$ cat src/rtl/step_sequencer.sv
// Step sequencer: walks step codes 0..LAST_STEP through ISSUE/EXEC/WRITE phases
// and raises done at the end of a run. Outputs decode from registered state only.
module step_sequencer #(
  parameter int STEP_W      = 3,
  parameter int LAST_STEP   = 7,
  parameter int EXEC_CYCLES = 2
) (
  input  logic              clk,
  input  logic              rst_n,
  input  logic              start,
  input  logic              abort,
  input  logic              stall,
  output logic [STEP_W-1:0] step,
  output logic              rf_rd_en,
  output logic              rf_we,
  output logic              busy,
  output logic              done
);

  typedef enum logic [2:0] {
    S_IDLE,
    S_ISSUE,
    S_EXEC,
    S_WRITE,
    S_DONE
  } state_t;

  localparam logic [STEP_W-1:0] LAST     = STEP_W'(LAST_STEP);
  localparam logic [3:0]        CNT_INIT = 4'(EXEC_CYCLES - 1);

  state_t            state, state_n;
  logic [3:0]        cnt, cnt_n;
  logic [STEP_W-1:0] step_n;

  always_ff @(posedge clk or negedge rst_n) begin
    if (!rst_n) begin
      state <= S_IDLE;
      step  <= '0;
      cnt   <= '0;
    end else begin
      state <= state_n;
      step  <= step_n;
      cnt   <= cnt_n;
    end
  end

  always_comb begin
    state_n = state;
    step_n  = step;
    cnt_n   = cnt;
    unique case (state)
      S_IDLE: begin
        step_n = '0;
        if (start) state_n = S_ISSUE;
      end
      S_ISSUE: begin
        cnt_n   = CNT_INIT;
        state_n = S_EXEC;
      end
      S_EXEC: begin
        if (!stall) begin
          if (cnt == '0) state_n = S_WRITE;
          else           cnt_n   = cnt - 4'd1;
        end
      end
      // stall is deliberately ignored here so a started commit always lands
      S_WRITE: begin
        if (step == LAST) begin
          state_n = S_DONE;
        end else begin
          step_n  = step + 1'b1;
          state_n = S_ISSUE;
        end
      end
      S_DONE: begin
        if (start) begin
          step_n  = '0;
          state_n = S_ISSUE;
        end
      end
      default: state_n = S_IDLE;
    endcase
    if (abort) begin
      state_n = S_IDLE;
      step_n  = '0;
      cnt_n   = '0;
    end
  end

  assign rf_rd_en = (state == S_ISSUE);
  assign rf_we    = (state == S_WRITE);
  assign busy     = (state == S_ISSUE) || (state == S_EXEC) || (state == S_WRITE);
  assign done     = (state == S_DONE);

endmodule

$ cat config.mk
export PLATFORM = sky130hd
export DESIGN_NAME = step_sequencer
export DESIGN_NICKNAME = d
export VERILOG_FILES = /design/src/rtl/step_sequencer.sv
export SDC_FILE = /design/constraint.sdc
export NUM_CORES = 1
export LEC_CHECK = 0
export CORE_AREA = 2 2 39 41
export DETAILED_ROUTE_END_ITERATION = 7
export DIE_AREA = 0 0 41 43
export GPL_TIMING_DRIVEN = 1
export HOLD_SLACK_MARGIN = 0.02
export PLACE_DENSITY = 0.73
export SYNTH_ARGS = -nofsm -noshare
export SYNTH_HDL_FRONTEND = slang
export SYNTH_SLANG_ARGS = --single-unit
$ cat constraint.sdc
create_clock -name clk -period 2 [get_ports clk]
set_input_delay 0.3 -clock clk [delete_from_list [all_inputs] [get_ports clk]]
set_output_delay 0.3 -clock clk [all_outputs]
set_load 0.03 [all_outputs]
==> impl_metrics.ini <==
[run_status]
status = finished, final reports clean

[place]
io_buffers = 11
gp_congestion = 0.807
post-dp-hpwl_um = 926

[yosys]
synth_top_family_by_area = simple AND/OR/NAND/NOR gates
synth_top_area_cell = dfrtp_1
synth-xor-area-share_pct = 0
ys_ff_latch = 10
syn_area_per_cell_um2 = 9.88
synth_compound_area_share_pct = 14.6
synth_cell_types = 25
synth-simple-area-share_pct = 25.7
synth_mux_area_share_pct = 3.80
synthTopCellsByArea = dfrtp_1, ha_1, nor3b_1
ys_seq_area_share_pct = 42.2
synth_top_area_share_pct = 42.2
synth_cells = 60
yosys_warnings = 0
syn_area_um2 = 593
synth_nets = 69
synthAdderAreaFrac_pct = 8.44

[finish]
fin_nets = 84
drive_gt1_share_pct = 14.9
nFillCells = 120
syn_to_final_growth_pct = 27.0
multi_input_area_um2 = 312
regArea_um2 = 250
antenna_cells = 0

[sta]
worst_pin_slew_ns = 0.541
period_minus_slack_ns = 1.91
rsz0062_at_grt = no
relSlewSlack_pct = 63.9
hold_violations = 0
setup_viol = 0
post-route-period-util_pct = 95.3
drv_slew = 0
tns_ns = 0
fmax_ghz = 0.525
finClkSkew_ns = 0.00412

[global_routing]
grt_max_degree = 11
grt_pass1_wl_um = 1990
grt_pass1_vias = 438
grt_overflow = 0
grt_usage_pct = 17.2
antenna_found_initial = 0

[setup_path]
cp_slowest_cell = clkdlybuf4s50_1
r2r_slack_ns = 0.32
cp_max_fo = 6
cpMostUsedCell = nor2_1
slowest_delay_ns = 0.59
rr_startpoint = cnt[0]
cp.arrival_ns = 1.61
r2r_cells = 5
crit_path_end_kind = primary output
critPathKind = flip-flop to primary output
r2r_end = cnt[0]
critical_path.top_delay_family = buffers and inverters
crit_buf_inv = 1
crit_required_ns = 1.70
path_cells = nor2_1, nor2_1, clkdlybuf4s50_1
start_kind = flip-flop

[drt]
vias = 508
ant_nets = 0
wl_per_cell_um = 13.8
drt_wl_total_um = 1240
drc = 0
drt_pass1_iterations = 5
drt_iter0_drc = 18
vias_per_cell = 5.64

[run]
cap_viol_max_count = 0

[power_and_ir_drop]
p_leak_uw = 0.000345
powerDensity_nw_per_um2 = 706
power_uw = 532
peakVddDrop_mv = 0.488

[cts]
clk_pin_slew_ns = 0.07
cts-root-buf = clkbuf_4
cts_htree_levels = 1
cts_tree = built
hold_buffers = 0
cts_buffers = 3
clockBufferDepth = 2
cts_setup_buffers = 0
clock_latency_ns = 0.27
cts.sinks = 10

[floorplanning]
die_w_um = 41
start_util_pct = 42.9
core-area_um2 = 1380
die_area_um2 = 1760
dieHeight_um = 43
rows = 14
ios = 12

[min_path]
hold_class = input pin to async pin
-- repair_timing --
item                                    in CTS  in global routing
hold endpoints to repair                     0                  0
endpoints found under the setup margin       2                  0
gates resized for setup                      2                  0
-- worst register-to-register path, delay by kind of cell, from the launching register on --
family	cells	cell delay, ns
AND/OR/NAND/NOR	2	0.56
AO/OA/AOI/OAI	1	0.32
buffers and inverters	1	0.11
flip-flops	1	0.39
adder cells (fa/ha/maj)	1	0.18
-- layout make-up --
class                           instances  share of cell area (%)
Multi-Input combinational cell         42                    41.4
Sequential cell                        10                    33.2
Timing Repair Buffer                   12                    15.0
Clock buffer                            4                    4.82
Inverter                                6                    2.99
Tap cell                               16                    2.66
-- state kept, by name, indices dropped and copies added (netlist names) --
signal  cells
cnt         4
state       3
step        3
-- metrics by stage --
step / setup slack, ns / std cells / util (%) / cell area [um2] / hold WS [ns]
floorplan: 0.392 / 60 / - / 593 / 0.00441
global placement: 0.256 / 86 / 52.0 / 719 / 0.525
detailed placement: 0.224 / 86 / 52.0 / 719 / 0.531
finish: 0.0938 / 90 / 54.4 / 753 / 0.341
global route: 0.00635 / 90 / 54.4 / 753 / 0.381
CTS: 0.0921 / 90 / 54.4 / 753 / 0.351
-- metal layers --
| metal | up-vias | track usage, % | share of wire [%] |
|---|---|---|---|
| met5 | - | 0 | 0 |
| met4 | 0 | 12.0 | 2.6 |
| met3 | 4 | 3.14 | 4.5 |
| met2 | 19 | 22.5 | 48 |
| met1 | 231 | 24.6 | 45 |
| li1 | 254 | - | - |
-- synthesized netlist by cell type --
cell type and instances:
or4_1 2, mux2_2 2, nor3b_1 4, nor4_1 2
a21oi_1 4, nand2b_1 2, a22o_1 2, dfrtp_1 10
nand3_1 3, inv_1 6, a22oi_1 1, nor2_1 4
or3b_1 1, a311oi_1 1, a32oi_1 1, o311ai_0 1
ha_1 4, nor3_1 2, and3b_2 1, a221oi_1 1
clkbuf_1 1, and2_1 1, buf_2 1, or3b_2 2
a31oi_1 1
-- cell families (layout without fill, tap and decap cells) --
group	count (synthesis)	count (layout)
simple gates	24	24
buf+inv	8	22
flops	10	10
fa+ha+maj	4	4
compound gates	12	12
mux	2	2
-- layout by cell type, fill, tap and decap left out, types with 3 or more instances in the layout --
master	count
nor2_1	4
inv_1	6
dfrtp_1	10
ha_1	4
clkdlybuf4s50_1	8
nor3b_1	4
nand3_1	3
a21oi_1	4
clkbuf_4	3
-- report_power, final --
group	internal (uW)	leakage, uW	total [uW]	switching [uW]
combinational	50.0	0.000187	123	73.2
clock	111	0.0000210	187	76.4
sequential	212	0.000138	221	9.72
-- worst max-delay path by stage --
stage	start	to	slack (ns)	cells after the start
after floorplan	state[2]	cnt[3]	0.39	4
after global placement	state[1]	done	0.26	3
after detailed placement	state[1]	done	0.22	3
after CTS	state[1]	busy	0.09	3
after global routing	state[1]	busy	0.006	3
final	state[1]	busy	0.09	3
Power figures use the tool's default switching activity.
